### src/rtl/controller.sv
// -----------------------------------------------------------------------------
// controller
//
// Main decoder for a single-cycle MIPS-style datapath. Every control output and
// the illegal flag are decoded combinationally from the opcode, function field
// and ALU zero flag, so they change in the same time step as their inputs and
// ignore both clk and rst_n. The only state is err_sticky. It latches any
// illegal decode seen at a rising clock edge and is cleared only by rst_n.
//
// Ports
//   clk         in   1  rising-edge clock (err_sticky register only)
//   rst_n       in   1  asynchronous active-low reset (err_sticky only)
//   op          in   6  instruction opcode, bits [31:26]
//   funct       in   6  R-type function field, bits [5:0]
//   zero        in   1  ALU zero flag, used for BEQ
//   memtoreg    out  1  write-back data comes from memory
//   memwrite    out  1  data memory write enable
//   memread     out  1  data memory read enable
//   pcsrc       out  1  take branch target
//   ULAsrc      out  1  ALU operand B comes from the sign-extended immediate
//   regdst      out  1  destination register is rd (1) or rt (0)
//   regwrite    out  1  register file write enable
//   ULAcontrol  out  3  ALU operation select
//   illegal     out  1  unsupported op/funct (combinational)
//   err_sticky  out  1  registered sticky copy of illegal
// -----------------------------------------------------------------------------
module controller (
  input  logic       clk,
  input  logic       rst_n,
  input  logic [5:0] op,
  input  logic [5:0] funct,
  input  logic       zero,
  output logic       memtoreg,
  output logic       memwrite,
  output logic       memread,
  output logic       pcsrc,
  output logic       ULAsrc,
  output logic       regdst,
  output logic       regwrite,
  output logic [2:0] ULAcontrol,
  output logic       illegal,
  output logic       err_sticky
);

  // Supported opcodes
  localparam logic [5:0] OP_RTYPE = 6'b000000;
  localparam logic [5:0] OP_LW    = 6'b100011;
  localparam logic [5:0] OP_SW    = 6'b101011;
  localparam logic [5:0] OP_BEQ   = 6'b000100;
  localparam logic [5:0] OP_ADDI  = 6'b001000;

  // Supported R-type function codes
  localparam logic [5:0] FN_ADD = 6'b100000;
  localparam logic [5:0] FN_SUB = 6'b100010;
  localparam logic [5:0] FN_AND = 6'b100100;
  localparam logic [5:0] FN_OR  = 6'b100101;
  localparam logic [5:0] FN_SLT = 6'b101010;

  // ALU operation encodings
  localparam logic [2:0] ALU_AND = 3'b000;
  localparam logic [2:0] ALU_OR  = 3'b001;
  localparam logic [2:0] ALU_ADD = 3'b010;
  localparam logic [2:0] ALU_SUB = 3'b110;
  localparam logic [2:0] ALU_SLT = 3'b111;

  // Maps an R-type function field to {valid, alu_op}. An unknown funct returns
  // valid=0 with the ADD encoding, so the ALU select stays well defined.
  function automatic logic [3:0] rtype_alu(input logic [5:0] fn);
    logic [3:0] res;
    case (fn)
      FN_ADD:  res = {1'b1, ALU_ADD};
      FN_SUB:  res = {1'b1, ALU_SUB};
      FN_AND:  res = {1'b1, ALU_AND};
      FN_OR:   res = {1'b1, ALU_OR};
      FN_SLT:  res = {1'b1, ALU_SLT};
      default: res = {1'b0, ALU_ADD};
    endcase
    return res;
  endfunction

  logic [3:0] rtype_dec_s;
  logic       err_sticky_d;
  logic       err_sticky_q;

  assign rtype_dec_s = rtype_alu(funct);

  // Main decode: the defaults describe a safe no-op, and each opcode raises only its own enables
  always_comb begin
    memtoreg   = 1'b0;
    memwrite   = 1'b0;
    memread    = 1'b0;
    pcsrc      = 1'b0;
    ULAsrc     = 1'b0;
    regdst     = 1'b0;
    regwrite   = 1'b0;
    ULAcontrol = ALU_ADD;
    illegal    = 1'b0;
    case (op)
      OP_RTYPE: begin
        if (rtype_dec_s[3]) begin
          regdst     = 1'b1;
          regwrite   = 1'b1;
          ULAcontrol = rtype_dec_s[2:0];
        end else begin
          // Unknown funct: no architectural side effects
          illegal    = 1'b1;
          ULAcontrol = ALU_ADD;
        end
      end
      OP_LW: begin
        memtoreg = 1'b1;
        memread  = 1'b1;
        ULAsrc   = 1'b1;
        regwrite = 1'b1;
      end
      OP_SW: begin
        memwrite = 1'b1;
        ULAsrc   = 1'b1;
      end
      OP_BEQ: begin
        ULAcontrol = ALU_SUB;
        pcsrc      = zero;
      end
      OP_ADDI: begin
        ULAsrc   = 1'b1;
        regwrite = 1'b1;
      end
      default: begin
        illegal = 1'b1;
      end
    endcase
  end

  // Next state of the sticky flag: once set, it stays set until reset
  always_comb begin
    err_sticky_d = err_sticky_q;
    if (illegal) begin
      err_sticky_d = 1'b1;
    end else begin
      err_sticky_d = err_sticky_q;
    end
  end

  // Sticky error register; the asynchronous reset wins over a simultaneous illegal decode
  always_ff @(posedge clk or negedge rst_n) begin
    if (!rst_n) begin
      err_sticky_q <= 1'b0;
    end else begin
      err_sticky_q <= err_sticky_d;
    end
  end

  assign err_sticky = err_sticky_q;

endmodule

### config.mk
export PLATFORM = sky130hd
export DESIGN_NAME = controller
export DESIGN_NICKNAME = d
export VERILOG_FILES = /design/src/rtl/controller.sv
export SDC_FILE = /design/constraint.sdc
export NUM_CORES = 1
export LEC_CHECK = 0
export CAP_MARGIN = 10
export CELL_PAD_IN_SITES_DETAIL_PLACEMENT = 0
export CELL_PAD_IN_SITES_GLOBAL_PLACEMENT = 1
export CORE_ASPECT_RATIO = 0.9
export CORE_MARGIN = 5
export CORE_UTILIZATION = 18
export DETAILED_ROUTE_END_ITERATION = 16
export GPL_ROUTABILITY_DRIVEN = 0
export PLACE_DENSITY = 0.84
export SYNTH_ARGS = -nofsm -noshare
export SYNTH_HDL_FRONTEND = slang
export SYNTH_SLANG_ARGS = --single-unit
### constraint.sdc
create_clock -name clk -period 3.05 [get_ports clk]
set_clock_uncertainty 0.1 [all_clocks]
set_input_delay 0.61 -clock clk [delete_from_list [all_inputs] [get_ports clk]]
set_output_delay 0.61 -clock clk [all_outputs]
set_load 0.03 [all_outputs]
======== After elaboration in Yosys (flattened, before gate mapping) ========
Index checks and enable logic that the tools add are counted.
word-level totals
  input bits .............................. 15
  flip-flop bits (word level) ............. 1
operators by class
  equal/unequal tests ..................... 9
  muxes and demuxes ....................... 12
  reduce and logical (&&, ||, !) cells .... 4
operators with widths
  operator                                                          number
  6-bit == test (second input constant)                             7
  4-bit case mux with 5 select lines                                1
  1-bit 2-to-1 mux                                                  7
  6-bit by 3-bit == test with 1-bit output (second input constant)  1
  6-bit by 4-bit == test with 1-bit output (second input constant)  1
  6-bit zero test                                                   1
  3-bit case mux with 2 select lines                                1
  1-bit case mux with 2 select lines                                2
  4-bit OR reduction                                                1
  3-bit 2-to-1 mux                                                  1
  3-bit OR reduction                                                1
  2-bit OR reduction                                                1

======== Depth between registers and ports, before layout ========
  word-level depth ........................ 4
  mapped depth ............................ 4
  depth with buffers taken out ............ 4

======== Least setup slack after synthesis ========
OpenSTA, ideal clock, no wires.
  path type ............................... input-to-output
  start ................................... input op[0]
  end ..................................... output ULAsrc
  cell stages on the path ................. 3
  path slack .............................. 0.706 ns
  arrival ................................. 1.634 ns
  cell sequence ........................... nor3_1 > a21oi_1 > nor3_1
on the way
  longest elaborated chain between the ends .. 3
ends and longest elaborated chain
  element                                                                    RTL line  source
  from (decl)                                                                30        input logic [5:0] op,
  6-bit by 4-bit == test with 1-bit output or 6-bit == test (tied branches)  98        case (op)
  3-bit OR reduction (no line) *                                             -
  1-bit 2-to-1 mux *                                                         98
  to (decl)                                                                  37        output logic ULAsrc,
Mark *: on every way between the ends. The rest lies on a longest branch, timed or not.

======== Final worst setup path ========
  start ................................... input op[4]
  end ..................................... output illegal
on the way
  longest elaborated chain between the ends .. 3
ends and longest elaborated chain
  element                                                                 RTL line  source
  6-bit by 4-bit == test with 1-bit output, or another cell as far along  98
  4-bit OR reduction (no line)                                            -
  1-bit case mux with 2 select lines *                                    98
  to (decl)                                                               41        output logic illegal,
Marked as above.

==> impl_results.md <==
* Status: complete, no violations
* Vias in the first global route at 325
* Layout Cells excl Fill at 80
* Clk_lat worst skew at 0 ps
* Worst hold path type: register to register
* ANT nets after route at 0
* Num ports at 27
* Vias per cell at 4.488
* Post-Syn Area per Cell at 8.000 um2
* Die area at 0.002334 mm2
* PortBufs at 26
* Dpl hpwl at 739.6 um
* Syn Nets at between 40 and 50
* GRT overflow at 0
* Worst-Margin Slew at 335.7 ps
* Power density cells at 108.3 mW/mm2
* Die width at between 50 and 60 um
* LEAKAGE at approximately 0.26 nW
* Cts hold-fix bufs at 0
* Netlist Area Pre-Place at 264.0 um2
* Final Hold Fails at 0
* Tot GR Track Use at 0.06730
* Drt pass-1 iters at 2
* Crit. End Element: output pin
* Hold path startpoint: err_sticky$_DFFE_PN0P_
* Final Util at 0.4041
* CP Max Fanout at 4
* Minimum clock period at 2852 ps
* R2r endpoint: err_sticky$_DFFE_PN0P_
* Global-route wire length before repair at ~1300 um
* Routed WL at 806 um
* Largest net degree at the start of global routing at 7
* Max-slew violations at 0
* Setup violations, final at 0
* Antenna violations before repair at 0
* Layout cells sized above 1 at 0.3385
* Synth Warn # at 0
* Reg2reg setup slack at 2300 ps
* #FFs+latches synth at 1
* Max_cap viols at 0
* Drt drc at 0
* Routed wire length per instance at 10.08 um
* Library cells used by synthesis at 22
* Die height at 46.33 um
* Clk slew on worst S/H paths at 0 ps
* Iter 0 DRT Violations at 6
* Core area at 0.001415 mm2
* CP required at 2340 ps
* CTS resizes at 1
* Synth Instances at 33
* Period utilization at 0.9349
* Crit Path Category: input port to output pin
* FILL cells at 148
* Hold EP: err_sticky$_DFFE_PN0P_
* Ant diodes at 0
* Arr. time, crit path at 2140 ps
* Area Overhead vs Synth at 116.6%
* Max reg flops at 1
* Worst r2r src: err_sticky$_DFFE_PN0P_
* R2R depth at 1
* RSZ-0062 raised after global routing: no
* Worst slew margin at 0.7745
* F_max at 350.7 MHz
* Routed vias at 359
* Peak VDD IR at 0.07742 mV
* Post-synthesis sequential area ratio at 0.09479
* Initial core utilization at 0.1866
* Hold Path Stages at 1
* Fin nets at 82
* Placed instance count at 80
* Row count at 13
* Crit start category: input port
* Post CTS Setup Buffer Count at 0
* Worst hold margin at approximately 350 ps
worst max-delay path by stage:
stage,depth (start not counted),slack (ps),end,start
2_1_floorplan,3,710,ULAsrc,op[0]
3_3_place_gp,6,-70,illegal,op[4]
3_5_place_dp,6,-70,illegal,op[4]
4_1_cts,5,30,ULAcontrol[1],op[4]
5_1_grt,6,70,illegal,op[0]
6_report,6,200,illegal,op[4]
power breakdown:
| part | internal, W | switching [W] |
|---|---|---|
| clock network | 0 | 0 |
| registers | 0.0000135 | 0 |
| logic | 0.0000283 | 0.0000201 |
| total | 0.0000418 | 0.0000201 |
cells in the mapped netlist, drive strengths merged:
master / n / share of area
a21oi: 3 / 0.057
a22oi: 1 / 0.028
and2b: 1 / 0.033
and3: 3 / 0.076
buf: 1 / 0.028
dfrtp: 1 / 0.095
inv: 1 / 0.014
mux2i: 1 / 0.038
nand2: 2 / 0.028
nand2b: 1 / 0.024
nand3: 2 / 0.038
nand3b: 2 / 0.057
nand4: 1 / 0.047
nor2: 4 / 0.057
nor2b: 1 / 0.024
nor3: 2 / 0.038
nor3b: 2 / 0.057
nor4: 1 / 0.081
nor4b: 1 / 0.090
o211ai: 1 / 0.047
o21bai: 1 / 0.043
per-stage QoR:
stage	total power (W)	TNS (ps)	cell area [um2]	setup WS, ps
floorplan	0.00002863	0	264.0	705.7
finish	0.00006191	0	571.8	198.4
global route	0.00006581	0	571.8	70.49
detailed placement	0.00006245	-67.67	568.0	-67.67
CTS	0.00006228	0	566.8	30.80
global placement	0.00006223	-65.24	568.0	-65.24
layer usage:
layer | vias to the layer above | track usage | share of wire
li1 | 190 | - | -
met1 | 155 | 0.09714 | 0.47
met2 | 14 | 0.1103 | 0.43
met3 | 0 | 0.01294 | 0.098
met4 | 0 | 0 | 0
met5 | - | 0 | 0
cell families after synthesis:
group	Yosys count	synth area share
AO/OA/AOI/OAI	6	0.1753
flip-flops	1	0.09477
AND/OR/NAND/NOR	23	0.6493
buffers and inverters	2	0.04265
multiplexers	1	0.03792
cell type report:
cell class | instances | area (um2) | area share
timing repair buffer | 33 | 296.5 | 0.5186
tap | 15 | 18.77 | 0.03282
inverter | 1 | 3.754 | 0.006565
sequential | 1 | 25.02 | 0.04376
multi-input combinational | 30 | 227.7 | 0.3982
worst max-delay path: stages:
cell and delay [ps]:
clkdlybuf4s50_1 490, nor4b_4 350, nand4_2 160, o211ai_2 110, nor2_1 70, dlygate4sd2_1 350
placed cells by master, fill, tap and decap left out, drive strengths merged:
| cell | instances |
|---|---|
| clkdlybuf4s50 | 15 |
| buf | 15 |
| nor2 | 4 |
| nand2b | 1 |
| nor4b | 1 |
| nand2 | 2 |
| nor3 | 2 |
| and2b | 1 |
| a21oi | 3 |
| nand4 | 1 |
| nand3b | 2 |
| inv | 1 |
| dfrtp | 1 |
| dlymetal6s2s | 2 |
| nor3b | 2 |
| nor2b | 1 |
| dlygate4sd2 | 1 |
| o21bai | 1 |
| nand3 | 2 |
| o211ai | 1 |
| and3 | 3 |
| mux2i | 1 |
| a22oi | 1 |
| nor4 | 1 |
(Power assumes the default switching activity.)
